--- src/rtl/sram_pkg.sv ---
// Shared SRAM constants, reader FSM state type and byte-select helper.
package sram_pkg;

  localparam int SRAM_ADDR_W = 20;
  localparam int SRAM_DATA_W = 16;

  typedef enum logic [1:0] {
    IDLE,
    FETCH,
    DONE
  } rd_state_t;

  // Byte lane selection: 0 = low byte, 1 = high byte
  function automatic logic [7:0] selByte(input logic [SRAM_DATA_W-1:0] word, input logic hi);
    return hi ? word[15:8] : word[7:0];
  endfunction

endpackage

--- src/rtl/sram_if.sv ---
// SRAM bus bundle: address, active-low strobes and read data.
interface sram_if;

  logic [sram_pkg::SRAM_ADDR_W-1:0] sram_addr;
  logic                             nCE;
  logic                             nOE;
  logic                             nWE;
  logic                             nLB;
  logic                             nUB;
  logic [sram_pkg::SRAM_DATA_W-1:0] sram_dq_in;

  modport master (
    output sram_addr, nCE, nOE, nWE, nLB, nUB,
    input  sram_dq_in
  );

  modport slave (
    input  sram_addr, nCE, nOE, nWE, nLB, nUB,
    output sram_dq_in
  );

endinterface

--- src/rtl/sram_rd_fifo.sv ---
// Synchronous word FIFO with flush; head word is visible combinationally.
module sram_rd_fifo #(
  parameter int DEPTH = 8,
  parameter int WIDTH = 16
) (
  input  logic                     clk,
  input  logic                     rst,
  input  logic                     flush,
  input  logic                     push,
  input  logic [WIDTH-1:0]         pushData,
  input  logic                     pop,
  output logic [WIDTH-1:0]         headData,
  output logic [$clog2(DEPTH):0]   count,
  output logic                     empty,
  output logic                     full
);

  localparam int AW = $clog2(DEPTH);

  logic [WIDTH-1:0] mem [DEPTH];
  logic [AW-1:0]    wrPtr;
  logic [AW-1:0]    rdPtr;
  logic             doPush;
  logic             doPop;

  assign empty    = (count == '0);
  assign full     = (count == (AW+1)'(DEPTH));
  assign doPop    = pop && !empty;
  // A pop frees a slot in the same cycle, so a push is accepted even when full
  assign doPush   = push && (!full || doPop);
  assign headData = mem[rdPtr];

  always_ff @(posedge clk) begin
    if (rst || flush) begin
      wrPtr <= '0;
      rdPtr <= '0;
      count <= '0;
    end else begin
      if (doPush) wrPtr <= wrPtr + AW'(1);
      if (doPop)  rdPtr <= rdPtr + AW'(1);
      case ({doPush, doPop})
        2'b10:   count <= count + (AW+1)'(1);
        2'b01:   count <= count - (AW+1)'(1);
        default: ;
      endcase
    end
  end

  always_ff @(posedge clk) begin
    if (doPush && !rst && !flush) mem[wrPtr] <= pushData;
  end

endmodule

--- src/rtl/sram_line_reader.sv ---
// Fetches one video line from async SRAM into a prefetch FIFO, emits bytes low-first.
// Optional SRAM_RD_UNDERFLOW_CNT_EN adds a saturating underflow_cnt output.
module sram_line_reader
  import sram_pkg::*;
#(
  parameter int LINE_WORDS = 400,
  parameter int FIFO_DEPTH = 8,
  parameter int READ_LAT   = 1
) (
  input  logic                   pixel_clk,
  input  logic                   R,
  input  logic                   bus_grant,
  input  logic                   line_start,
  input  logic [SRAM_ADDR_W-1:0] line_base,
  input  logic                   pix_rd,
  sram_if.master                 bus,
  output logic [7:0]             pix_data,
  output logic                   pix_valid,
  output logic                   underflow
`ifdef SRAM_RD_UNDERFLOW_CNT_EN
  ,
  output logic [15:0]            underflow_cnt
`endif
);

  localparam int CW = $clog2(FIFO_DEPTH) + 1;
  localparam int IW = $clog2(LINE_WORDS + 1);
  localparam logic [CW:0]   DEPTH_LIM = (CW+1)'(FIFO_DEPTH);
  localparam logic [IW-1:0] LAST_IDX  = IW'(LINE_WORDS - 1);

  rd_state_t              state;
  rd_state_t              stateNext;
  logic [SRAM_ADDR_W-1:0] curAddr;
  logic [SRAM_ADDR_W-1:0] addrReg;
  logic [IW-1:0]          issuedCnt;
  logic                   strobeLow;
  logic [READ_LAT-1:0]    rdPipe;
  logic [CW-1:0]          inflight;
  logic [CW-1:0]          fifoCount;
  logic [CW:0]            occupancy;
  logic                   issue;
  logic                   lastIssue;
  logic                   fifoPush;
  logic                   fifoPop;
  logic                   fifoEmpty;
  logic                   fifoFull;
  logic [SRAM_DATA_W-1:0] headWord;
  logic                   bytePtr;

  sram_rd_fifo #(
    .DEPTH (FIFO_DEPTH),
    .WIDTH (SRAM_DATA_W)
  ) u_fifo (
    .clk      (pixel_clk),
    .rst      (R),
    .flush    (line_start),
    .push     (fifoPush),
    .pushData (bus.sram_dq_in),
    .pop      (fifoPop),
    .headData (headWord),
    .count    (fifoCount),
    .empty    (fifoEmpty),
    .full     (fifoFull)
  );

  // Reads still on the bus count against FIFO space so a stalled consumer never overflows it
  always_comb begin
    inflight = '0;
    for (int unsigned i = 0; i < READ_LAT; i++) inflight = inflight + CW'(rdPipe[i]);
    occupancy = {1'b0, fifoCount} + {1'b0, inflight};
  end

  always_comb begin
    stateNext = state;
    issue     = 1'b0;
    lastIssue = (issuedCnt == LAST_IDX);
    if (line_start) begin
      stateNext = FETCH;
    end else begin
      case (state)
        FETCH: begin
          issue = bus_grant && !fifoFull && (occupancy < DEPTH_LIM);
          if (issue && lastIssue) stateNext = DONE;
        end
        default: ;
      endcase
    end
  end

  always_ff @(posedge pixel_clk) begin
    if (R) state <= IDLE;
    else   state <= stateNext;
  end

  // rdPipe[k] marks a read issued k+1 edges ago; clearing it on line_start kills stale data
  always_ff @(posedge pixel_clk) begin
    if (R) begin
      curAddr   <= '0;
      addrReg   <= '0;
      issuedCnt <= '0;
      strobeLow <= 1'b0;
      rdPipe    <= '0;
      bytePtr   <= 1'b0;
      underflow <= 1'b0;
    end else begin
      strobeLow <= issue;
      underflow <= pix_rd && !pix_valid;
      if (issue) addrReg <= curAddr;
      if (line_start) begin
        curAddr   <= line_base;
        issuedCnt <= '0;
        rdPipe    <= '0;
        bytePtr   <= 1'b0;
      end else begin
        if (issue) begin
          curAddr   <= curAddr + SRAM_ADDR_W'(1);
          issuedCnt <= issuedCnt + IW'(1);
        end
        rdPipe[0] <= issue;
        for (int unsigned i = 1; i < READ_LAT; i++) rdPipe[i] <= rdPipe[i-1];
        if (pix_rd && pix_valid) bytePtr <= !bytePtr;
      end
    end
  end

  assign fifoPush = rdPipe[READ_LAT-1] && !line_start;
  assign fifoPop  = pix_rd && bytePtr;

  assign pix_valid = !fifoEmpty;
  assign pix_data  = fifoEmpty ? '0 : selByte(headWord, bytePtr);

  assign bus.sram_addr = addrReg;
  assign bus.nCE       = !strobeLow;
  assign bus.nOE       = !strobeLow;
  assign bus.nLB       = !strobeLow;
  assign bus.nUB       = !strobeLow;
  assign bus.nWE       = 1'b1;

`ifdef SRAM_RD_UNDERFLOW_CNT_EN
  always_ff @(posedge pixel_clk) begin
    if (R)                                     underflow_cnt <= '0;
    else if (underflow && underflow_cnt != '1) underflow_cnt <= underflow_cnt + 16'd1;
  end
`endif

endmodule

--- src/flat_wrapper.sv ---
// flat-port wrapper written by rule: the top's interface ports become plain ports
module sram_line_reader_flat import sram_pkg::*;
#(
  parameter int LINE_WORDS = 400,
  parameter int FIFO_DEPTH = 8,
  parameter int READ_LAT   = 1
)
  (pixel_clk, R, bus_grant, line_start, line_base, pix_rd, pix_data, pix_valid, underflow, bus_sram_addr, bus_nCE, bus_nOE, bus_nWE, bus_nLB, bus_nUB, bus_sram_dq_in);
  sram_if bus_i ();
  input  logic pixel_clk;
  input  logic R;
  input  logic bus_grant;
  input  logic line_start;
  input  logic [SRAM_ADDR_W-1:0] line_base;
  input  logic pix_rd;
  output logic [7:0] pix_data;
  output logic pix_valid;
  output logic underflow;
  output wire logic [$bits(bus_i.sram_addr)-1:0] bus_sram_addr;
  output wire logic [$bits(bus_i.nCE)-1:0] bus_nCE;
  output wire logic [$bits(bus_i.nOE)-1:0] bus_nOE;
  output wire logic [$bits(bus_i.nWE)-1:0] bus_nWE;
  output wire logic [$bits(bus_i.nLB)-1:0] bus_nLB;
  output wire logic [$bits(bus_i.nUB)-1:0] bus_nUB;
  input wire logic [$bits(bus_i.sram_dq_in)-1:0] bus_sram_dq_in;
  assign bus_sram_addr = bus_i.sram_addr;
  assign bus_nCE = bus_i.nCE;
  assign bus_nOE = bus_i.nOE;
  assign bus_nWE = bus_i.nWE;
  assign bus_nLB = bus_i.nLB;
  assign bus_nUB = bus_i.nUB;
  assign bus_i.sram_dq_in = bus_sram_dq_in;
  sram_line_reader #(.LINE_WORDS(LINE_WORDS), .FIFO_DEPTH(FIFO_DEPTH), .READ_LAT(READ_LAT)) u_core (.pixel_clk(pixel_clk), .R(R), .bus_grant(bus_grant), .line_start(line_start), .line_base(line_base), .pix_rd(pix_rd), .bus(bus_i), .pix_data(pix_data), .pix_valid(pix_valid), .underflow(underflow));
endmodule
--- config.mk ---
export PLATFORM = sky130hd
export DESIGN_NAME = sram_line_reader_flat
export DESIGN_NICKNAME = d
export VERILOG_FILES = /design/src/rtl/sram_pkg.sv /design/src/rtl/sram_if.sv /design/src/rtl/sram_rd_fifo.sv /design/src/rtl/sram_line_reader.sv /design/src/flat_wrapper.sv
export SDC_FILE = /design/constraint.sdc
export NUM_CORES = 1
export LEC_CHECK = 0
export BUFFER_PORTS_ARGS = -buffer_cell sky130_fd_sc_hd__clkbuf_2
export CORE_ASPECT_RATIO = 0.9
export CORE_MARGIN = 4
export CORE_UTILIZATION = 25
export DETAILED_ROUTE_END_ITERATION = 12
export GPL_ROUTABILITY_DRIVEN = 0
export PLACE_DENSITY = 0.52
export SLEW_MARGIN = 40
export SYNTH_ARGS = -nofsm -noshare
export SYNTH_HDL_FRONTEND = slang
export SYNTH_SLANG_ARGS = --single-unit
export TNS_END_PERCENT = 30
--- constraint.sdc ---
create_clock -name pixel_clk -period 2.86 [get_ports pixel_clk]
set_input_delay 0.286 -clock pixel_clk [delete_from_list [all_inputs] [get_ports pixel_clk]]
set_output_delay 0.286 -clock pixel_clk [all_outputs]
set_load 0.01 [all_outputs]
**Word level (Yosys, flattened, before mapping)**

Memories as Yosys holds them, arrays and structs flattened. A register that Yosys moved wholly into a read port is not among the register bits.
Cells that the tools add are included.

- Memories: 1
- Register bits: 65
- Output and inout bits: 35
- RAM bits: 128
- Bits of input ports: 41
- Logic and storage cells: 67

Memory list:

| name | words | width | rd ports | clocked after memory_dff | wr ports | line | RTL |
|---|---|---|---|---|---|---|---|
| u_core.u_fifo.mem | 8 | 16 | 1 | 1 | 1 | sram_rd_fifo.sv:20 | `logic [WIDTH-1:0] mem [DEPTH];` |

- Add/subtract/negate cells: 7
- Equal/unequal tests: 5
- Reduce and logical (&&, ||, !) cells: 27
- Order comparisons: 1
- Multiplexer cells: 14

Operators by type and width:

| operator | number |
|---|---|
| 20-bit two-way mux | 2 |
| 20-bit by 1-bit adder with 20-bit output (second input constant) | 1 |
| 8-bit two-way mux | 2 |
| 1-bit logical AND | 11 |
| 9-bit by 1-bit adder with 9-bit output (second input constant) | 1 |
| 9-bit equality test (second input constant) | 1 |
| 4-bit one-hot mux with 2 select lines | 1 |
| 2-bit nonzero test | 4 |
| 1-bit two-way mux | 7 |
| 3-bit by 1-bit adder with 3-bit output (second input constant) | 2 |
| 1-bit logical NOT | 6 |
| 3-bit two-way mux | 2 |
| 4-bit by 1-bit adder with 5-bit output | 1 |
| 5-bit by 4-bit less-than comparator with 1-bit output (second input constant) | 1 |
| 4-bit by 1-bit adder with 4-bit output (second input constant) | 1 |
| 2-bit by 1-bit equality test with 1-bit output (second input constant) | 2 |
| 4-bit equality test (second input constant) | 1 |
| 4-bit logical NOT | 1 |
| 2-bit AND reduction | 2 |
| 4-bit by 1-bit subtractor with 4-bit output (second input constant) | 1 |
| 2-bit equality test (second input constant) | 1 |
| 1-bit logical OR | 2 |
| 2-bit OR reduction | 1 |

**Logic depth before layout (Yosys ltp)**

Gate-level depths: netlist of run 1.

- Depth after elaboration: 9
- Mapped depth: 9
- Gate-level depth less buffers: 8

**Hierarchy**

From an unflattened synthesis of run 1, not the netlist that was laid out.

- Cell total of the unflattened synthesis: 585
- Area total of the unflattened synthesis: 8,232.9 sq um

Modules (own cells, without submodules):

| module | area an instance (sq um) | cells an instance | sequential area each (sq um) | instances |
|---|---|---|---|---|
| sram_rd_fifo | 5,595.4 | 262 | 4,103.9 | 1 |
| sram_line_reader | 2,637.5 | 323 | 1,101.1 | 1 |

**Least setup slack after synthesis of run 1**

No wires, ideal clock.

- Path type: reg2reg
- From: reg u_core.u_fifo.count[1]
- To: mem u_core.u_fifo.mem[0][0] (enable)
- Buffers on the path: 0
- Path slack: 0.539 ns
- Period minus slack after synthesis: 2.321 ns
- Arrival time: 1.912 ns
- Library setup time: 0.409 ns
- Data required time: 2.451 ns
- Cell stages (with the launch flop): 5
- Cell sequence: dfxtp_1 > nor3_1 > nand3_1 > nand4b_1 > nor3_1

- Longest elaborated chain between the ends: 9
- Elaborated cells on any way between the ends: 11
- Classes of those cells: 1 x eq/ne; 2 x mux; 8 x reduce/logical

Ends and longest elaborated chain:

| element | line | RTL |
|---|---|---|
| start: declaration | sram_rd_fifo.sv:13 | `output logic [$clog2(DEPTH):0] count,` |
| start signal: assignment | sram_rd_fifo.sv:42 | `2'b10: count <= count + (AW+1)'(1);` |
| start signal: assignment | sram_rd_fifo.sv:43 | `2'b01: count <= count - (AW+1)'(1);` |
| 4-bit logical NOT | sram_rd_fifo.sv:26 | `assign empty = (count == '0);` |
| 1-bit logical NOT | sram_rd_fifo.sv:28 | `assign doPop = pop && !empty;` |
| 1-bit logical AND | sram_rd_fifo.sv:28 |  |
| 1-bit logical OR (*) | sram_rd_fifo.sv:30 | `assign doPush = push && (!full \|\| doPop);` |
| 1-bit logical AND (*) | sram_rd_fifo.sv:30 |  |
| 1-bit logical AND (*) (2 in a row) | sram_rd_fifo.sv:50 | `if (doPush && !rst && !flush) mem[wrPtr] <= pushData;` |
| 1-bit two-way mux (*) | sram_rd_fifo.sv:50 |  |
| 1-bit two-way mux (not written as such) (*) | sram_rd_fifo.sv:50 |  |
| end: declaration | sram_rd_fifo.sv:20 |  |

Every way passes the cells marked *; elsewhere a longest branch is shown, timed or not.

**Final worst setup path of run 1**

- From: reg u_core.u_fifo.count[3]
- To: out pix_data[6]

- Longest elaborated chain between the ends: 2

Ends and longest elaborated chain:

| element | line | RTL |
|---|---|---|
| 4-bit logical NOT | sram_rd_fifo.sv:26 |  |
| 8-bit two-way mux | sram_line_reader.sv:130 | `assign pix_data = fifoEmpty ? '0 : selByte(headWord, bytePtr);` |
| end: declaration | flat_wrapper.sv:16 | `output logic [7:0] pix_data;` |

Every way passes these cells.

==> results of run 1 <==
[through the flow]
step	setup WS [ns]	std cells	power, µW
finish	0.389	1065	5800
global route	0.162	1065	6030
CTS	0.271	1065	5890
detailed placement	0.533	1033	3290
global placement	0.546	1033	3290
floorplan	0.539	561	3210
[Yosys cell counts (2+ instances only)]
library cell | number | area [µm²]
edfxtp_1 | 128 | 3840
nand2_1 | 69 | 259
dfxtp_1 | 68 | 1360
nor2_1 | 44 | 165
mux4_2 | 32 | 721
a21oi_1 | 31 | 155
mux2i_1 | 20 | 200
xnor2_1 | 18 | 158
xor2_1 | 15 | 131
clkbuf_1 | 13 | 48.8
nand4_1 | 13 | 81.3
a211oi_1 | 10 | 75.1
inv_1 | 10 | 37.5
o22ai_1 | 9 | 56.3
buf_2 | 8 | 40.0
buf_4 | 7 | 52.6
ha_1 | 6 | 75.1
nor3_1 | 6 | 30.0
nand3_1 | 5 | 25.0
o21ai_0 | 5 | 25.0
and3_1 | 4 | 25.0
and4_1 | 4 | 35.0
a311oi_1 | 3 | 26.3
buf_1 | 3 | 11.3
nor3_2 | 3 | 30.0
or2_2 | 3 | 18.8
and2_1 | 2 | 12.5
nand2b_1 | 2 | 12.5
nand4b_1 | 2 | 17.5
nor2b_1 | 2 | 12.5
nor4_2 | 2 | 25.0
or3_1 | 2 | 12.5
[layout make-up]
class | instances | area, µm²
multi-input cells | 323 | 2520
well taps | 409 | 512
flip-flops and latches | 196 | 5210
clock inverters | 15 | 235
clock buffers | 17 | 425
repair buffers | 94 | 533
fillers | 3091 | 21600
inverters | 11 | 41.3
[logic make-up after synthesis]
group	synth area share [%]
xor gates and xnor gates	3.65
and+or+nand+nor	10.4
DFF	65.8
other	0.0474
AOI/OAI and AO/OA	4.84
muxes	11.6
adders and majority gates	1.20
buffers and inverters	2.45
[report_power, final]
part | total, µW | switching, µW | internal, µW
clock network | 2570 | 1320 | 1260
registers | 3060 | 27.9 | 3030
logic | 162 | 99.3 | 62.5
[how the worst max path moves through the flow]
| stage | to | slack, ns | start |
|---|---|---|---|
| after floorplan | u_core.u_fifo.mem[0][0] | 0.54 | u_core.u_fifo.count[1] |
| after global placement | u_core.u_fifo.count[3] | 0.55 | u_core.u_fifo.count[3] |
| after detailed placement | u_core.u_fifo.count[3] | 0.53 | u_core.u_fifo.count[3] |
| after CTS | pix_data[6] | 0.27 | u_core.u_fifo.count[3] |
| after global routing | pix_data[6] | 0.16 | u_core.u_fifo.count[3] |
| final | pix_data[6] | 0.39 | u_core.u_fifo.count[3] |
[state kept, by name (all words and copies together) (netlist names), named ones only]
signal	count
u_core.u_fifo.wrPtr	3
u_core.rdPipe	1
u_core.underflow	1
u_core.u_fifo.count	4
u_core.state	2
u_core.bytePtr	1
u_core.bus.sram_addr	20
u_core.u_fifo.mem	128
u_core.curAddr	20
u_core.issuedCnt	9
u_core.strobeLow	1
u_core.u_fifo.rdPtr	3
[placed cells by master, fill, tap and decap left out, types with 6 or more instances in the layout]
cell and instances:
xnor2_1 18, inv_1 10, a211oi_1 10, o22ai_1 9, nand2_1 69, ha_1 6
nand4_1 13, mux4_2 32, nor2_1 44, clkbuf_16 17, xor2_1 15, dfxtp_1 67
edfxtp_1 128, a21oi_1 31, buf_4 19, mux2i_1 20, clkbuf_2 74
[metal layers]
layer / GRT usage [%] / part of all wire, %
met3: 2.57 / 3.7
met2: 15.9 / 47
met4: 3.52 / 1.7
met5: 0 / 0.071
met1: 13.5 / 47
[tightest hold or removal path, cell delays in order]
cell,delay (ns)
clkbuf_2,0.08
nand2_1,0.05
a21oi_1,0.05
==> results.json, run 1 <==
{
  "status": "completed",
  "netlist_area_mm2": 0.00791,
  "start_util_pct": 25.5,
  "tritoncts": "yes",
  "yosysSeqAreaShare_pct": 65.8,
  "crit_type": "reg -> out",
  "drv_cap": 0,
  "clock_sinks": 196,
  "cp.required_ns": 2.57,
  "fin_area_mm2": 0.00948,
  "coreArea_mm2": 0.0311,
  "cts_setup_buffers": 0,
  "crit_buf_inv": 2,
  "fin_crit_sh_pct": 86.4,
  "setup_tns_ns": 0,
  "grt_use_total_pct": 10.1,
  "drv_slew": 0,
  "final_util_pct": 30.5,
  "timing.rr.start": "u_core.u_fifo.count[3]",
  "dieArea_mm2": 0.0346,
  "grt_pass1_wl_um": 26900,
  "drt_iter0_drc": 333,
  "place_area_mm2": 0.00882,
  "overflow": 0,
  "crit_slowest_cell": "nor4_2",
  "numCtsBuffers": 17,
  "power.leakage_uw": 0.00311,
  "placementRows": 61,
  "whs_endpoint": "u_core.curAddr[6]",
  "r2r_end": "u_core.u_fifo.count[3]",
  "clock_skew_ns": 0.0234,
  "holdCritPathClass": "in -> reg",
  "grt_pass1_vias": 4737,
  "synth_cell_types": 44,
  "cp.arrival_ns": 2.18,
  "clk_latency_ns": 0.44,
  "path_clk_slew_ns": 0.09,
  "port_buffers": 74,
  "cp-start-kind": "register",
  "rsz0062_at_grt": "no",
  "cts_max_level": 4,
  "yosys_warnings": 0,
  "holdPathStages": 3,
  "whs_ns": 0.0728,
  "syn_avg_cell_area_um2": 14.1,
  "fp.dieH_um": 177,
  "crit_path_end_kind": "primary output",
  "drc": 0,
  "hold_viol": 0,
  "reg2reg_slack_ns": 0.52,
  "critical-path-top-delay-family": "simple AND/OR/NAND/NOR gates",
  "antenna_found_initial": 1,
  "cts_resized": 0,
  "synth_ff_type": "edfxtp_1",
  "wl_per_cell_um": 15.9,
  "cp.depth": 5,
  "syn_nets": 609,
  "hp-start": "line_base[6]",
  "first_pass_iters": 4,
  "slowest_delay_ns": 0.46,
  "ys_seq_elements": 196,
  "area_delta_synth_final_pct": 19.8,
  "min_period_ns": 2.47,
  "wl_um": 16900,
  "holdBufCountCts": 0,
  "reg2regPathDepth": 9,
  "synth_edf_count": 128,
  "dp_hpwl_um": 10600,
  "peakVddDrop_mv": 0.310,
  "cp_cell_sequence": "nor4_2, inv_1, nand2_1, o22ai_1, clkbuf_2",
  "die_w_um": 196,
  "drtAntennaViolNets": 0,
  "worst_pin_slew_ns": 0.616,
  "slew_headroom_pct": 58.9,
  "path_max_fanout": 8,
  "root_buffer": "clkbuf_16",
  "n_antenna_cell": 0,
  "max_freq_mhz": 405,
  "nets": 691,
  "power.density_mw_per_mm2": 612,
  "drive_above_1_share_pct": 26.5,
  "io_pins": 76,
  "syn_inst": 561,
  "dr_total_vias": 4614,
  "grt_max_degree": 40,
  "via_per_inst": 4.33,
  "async_flop_share_pct": 0,
  "setup_violations": 0,
  "cts.path.max_buffers": 2
}
No activity file was read; power rests on OpenSTA's default activity.
==> run 2: changes to the inputs <==
--- a/config.mk
+++ b/config.mk
@@ -5,8 +5,9 @@
 export SDC_FILE = /design/constraint.sdc
 export NUM_CORES = 1
 export LEC_CHECK = 0
+export ABC_AREA = 0
 export BUFFER_PORTS_ARGS = -buffer_cell sky130_fd_sc_hd__clkbuf_2
-export CORE_ASPECT_RATIO = 0.9
+export CORE_ASPECT_RATIO = 1.5
 export CORE_MARGIN = 4
 export CORE_UTILIZATION = 25
 export DETAILED_ROUTE_END_ITERATION = 12
@@ -15,5 +16,6 @@
 export SLEW_MARGIN = 40
 export SYNTH_ARGS = -nofsm -noshare
 export SYNTH_HDL_FRONTEND = slang
+export SYNTH_HIERARCHICAL = 1
 export SYNTH_SLANG_ARGS = --single-unit
 export TNS_END_PERCENT = 30
==> run 2 against run 1 <==
  * Clock skew fell by 0.0081 ns
  * Register-to-register slack worse by 0.21 ns
  * Core utilization decreased by 0.61 points
  * Design area is 2.6% higher
  * Wire length rose by 6.7%
  * Worst hold slack improved by 0.037 ns
  * Total power fell by 4.1%
  * Synthesized cell count grew 4.3%
  * Via count increased by 8.6%
  * Flip-flop and latch count stayed put
  * Sequential share of layout area shrank 1.4 points
  * Clock power down 9.3%
  * Critical path type unchanged
  * Critical endpoint is now pix_data[5]
  * Highest routed layer is now met4
==> results.json, run 2 <==
{
  "status": "completed",
  "io_pins": 76,
  "max_freq_mhz": 378,
  "worst_pin_slew_ns": 0.530,
  "holdCritPathClass": "in -> reg",
  "cp.depth": 6,
  "peakVddDrop_mv": 0.400,
  "slowest_delay_ns": 0.61,
  "tritoncts": "yes",
  "holdBufCountCts": 0,
  "via_per_inst": 4.60,
  "synth_top_area_cell": "edfxtp_1",
  "crit_path_end": "pix_data[5]",
  "cts.path.max_buffers": 2,
  "yosys_warnings": 6,
  "dp_hpwl_um": 11600,
  "crit_slowest_cell": "mux4_1",
  "yosysTopAreaCellShare_pct": 46.7,
  "synth_most_common_cell": "edfxtp_1",
  "p_total_uw": 5560,
  "drive_above_1_share_pct": 24.3,
  "synth_cell_types": 54,
  "nets": 711,
  "crit_path_end_kind": "primary output",
  "clk_latency_ns": 0.43,
  "grt_use_total_pct": 10.2,
  "crit_buf_inv": 2,
  "die_w_um": 156,
  "grt_pass1_vias": 5320,
  "synth_ff_type": "edfxtp_1",
  "wl_met2_um": 9410,
  "async_flop_share_pct": 0,
  "syn_inst": 585,
  "cts_max_level": 4,
  "clock_sinks": 196,
  "ys_seq_elements": 196,
  "start_util_pct": 25.3,
  "fp.dieH_um": 230,
  "place_area_mm2": 0.00914,
  "area_delta_synth_final_pct": 18.1,
  "cp_cell_sequence": "buf_4, mux4_1, mux2_2, mux2i_1, nor2_1, clkbuf_2",
  "yosysSeqAreaShare_pct": 63.2,
  "placementRows": 81,
  "ys_top_cells_by_count": "128 x edfxtp_1, 68 x dfxtp_1, 53 x nand2_1",
  "power.leakage_uw": 0.00323,
  "power.density_mw_per_mm2": 572,
  "cts_setup_buffers": 0,
  "combinationalPowerShare_pct": 3.0,
  "reg2regPathDepth": 7,
  "wl_per_cell_um": 16.6,
  "hp-start": "line_base[11]",
  "timing.rr.start": "u_core/u_fifo/count[1]",
  "drtAntennaViolNets": 0,
  "layout_commonest_cell": "edfxtp_1",
  "rsz0062_at_grt": "no",
  "swShare_pct": 23.2,
  "wl_um": 18100,
  "path_max_fanout": 12,
  "hold_viol": 0,
  "top_register": "u_core/u_fifo/mem",
  "largest_reg_flops": 128,
  "slew_headroom_pct": 64.6,
  "netlist_area_mm2": 0.00823,
  "fin_area_mm2": 0.00973,
  "coreArea_mm2": 0.0325,
  "synth_edf_count": 128,
  "place_ws_ns": 0.332,
  "antenna_found_initial": 0,
  "critical-path-top-delay-family": "multiplexers",
  "drt_iter0_drc": 200,
  "min_period_ns": 2.64,
  "dr_total_vias": 5011,
  "cp.arrival_ns": 2.36,
  "port_buffers": 74,
  "grt_max_degree": 41,
  "power_frac_clock_pct": 41.9,
  "synthTopCellsByArea": "edfxtp_1 47%, dfxtp_1 17%, mux4_1 8.9%",
  "reg2reg_slack_ns": 0.31,
  "cts_resized": 0,
  "syn_nets": 634,
  "numCtsBuffers": 17,
  "route.top_layer_used": "met4",
  "syn_avg_cell_area_um2": 14.1,
  "dieArea_mm2": 0.0360,
  "clock_skew_ns": 0.0153,
  "power.switching_uw": 1290,
  "drv_cap": 0,
  "r2r_end": "u_core/curAddr[11]",
  "grt_pass1_wl_um": 28700,
  "root_buffer": "clkbuf_16",
  "n_antenna_cell": 0,
  "layout_setup_ws_ns": 0.216,
  "overflow": 0,
  "mostFrequentLayoutCells": "128 x edfxtp_1, 74 x clkbuf_2, 67 x dfxtp_1",
  "crit_type": "reg -> out",
  "cp-start-kind": "register",
  "drv_slew": 0,
  "cp.required_ns": 2.57,
  "fin_crit_sh_pct": 92.4,
  "pwr-share-seq_pct": 55.1,
  "p_int_uw": 4270,
  "path_clk_slew_ns": 0.08,
  "first_pass_iters": 6,
  "drc": 0,
  "setup_tns_ns": 0,
  "met1_length_um": 7850,
  "setup_violations": 0,
  "wl_met3_um": 675
}
==> run 2: worst register-to-register path, cell delays in order, from the launching register on <==
cell and delay [ns]:
dfxtp_1 0.47, or4b_4 0.22, inv_1 0.07, nor4b_4 0.50, nand4_1 0.18, buf_4 0.24, or4_1 0.52, a311oi_1 0.27
==> run 2: cells by family (layout without fill, tap and decap cells) <==
family,Yosys count,count (layout),synth area share (%)
AOI/OAI and AO/OA,86,86,7.13
xor gates and xnor gates,11,11,1.17
adders and majority gates,8,8,1.31
buffers and inverters,48,138,2.78
DFF,196,196,63.2
muxes,59,59,13.6
other,1,1,0.0455
and+or+nand+nor,176,176,10.8
==> run 2: power by group through the flow <==
stage	Combinational, µW	Clock (µW)	Sequential, µW
after floorplan	88.6	0	3120
after global placement	166	0	3130
after global routing	187	2520	3070
final	165	2330	3070
after detailed placement	168	0	3130
after CTS	169	2400	3070
==> run 2: layer usage <==
| layer | GRT usage [%] | up-vias |
|---|---|---|
| met5 | 0 | - |
| met4 | 2.63 | 0 |
| met3 | 2.17 | 12 |
| met2 | 18.3 | 97 |
| met1 | 12.3 | 2472 |
| li1 | - | 2430 |
==> run 2: worst min path at each step <==
stage | to | cells after the start
global placement | u_core/bus.sram_addr[13] | 2
CTS | u_core/curAddr[1] | 3
detailed placement | u_core/bus.sram_addr[13] | 2
global route | u_core/curAddr[8] | 3
finish | u_core/curAddr[11] | 3
floorplan | u_core/u_fifo/mem[0][0] | 0
==> run 2: stage by stage <==
| step | hold WS [ns] | std cells | utilization (%) |
|---|---|---|---|
| after global routing | 0.102 | 1090 | 29.9 |
| after detailed placement | 0.447 | 1058 | 28.1 |
| after CTS | 0.0938 | 1090 | 29.9 |
| after global placement | 0.447 | 1058 | 28.1 |
| final | 0.110 | 1090 | 29.9 |
| after floorplan | 0.385 | 585 | - |
==> run 2: cell type report <==
class / instances / area, µm²
fill: 3293 / 22800
sequential: 196 / 5210
multi-input combinational: 341 / 2830
timing repair buffer: 96 / 548
tap: 415 / 519
clock buffer: 18 / 429
clock inverter: 14 / 159
inverter: 10 / 37.5
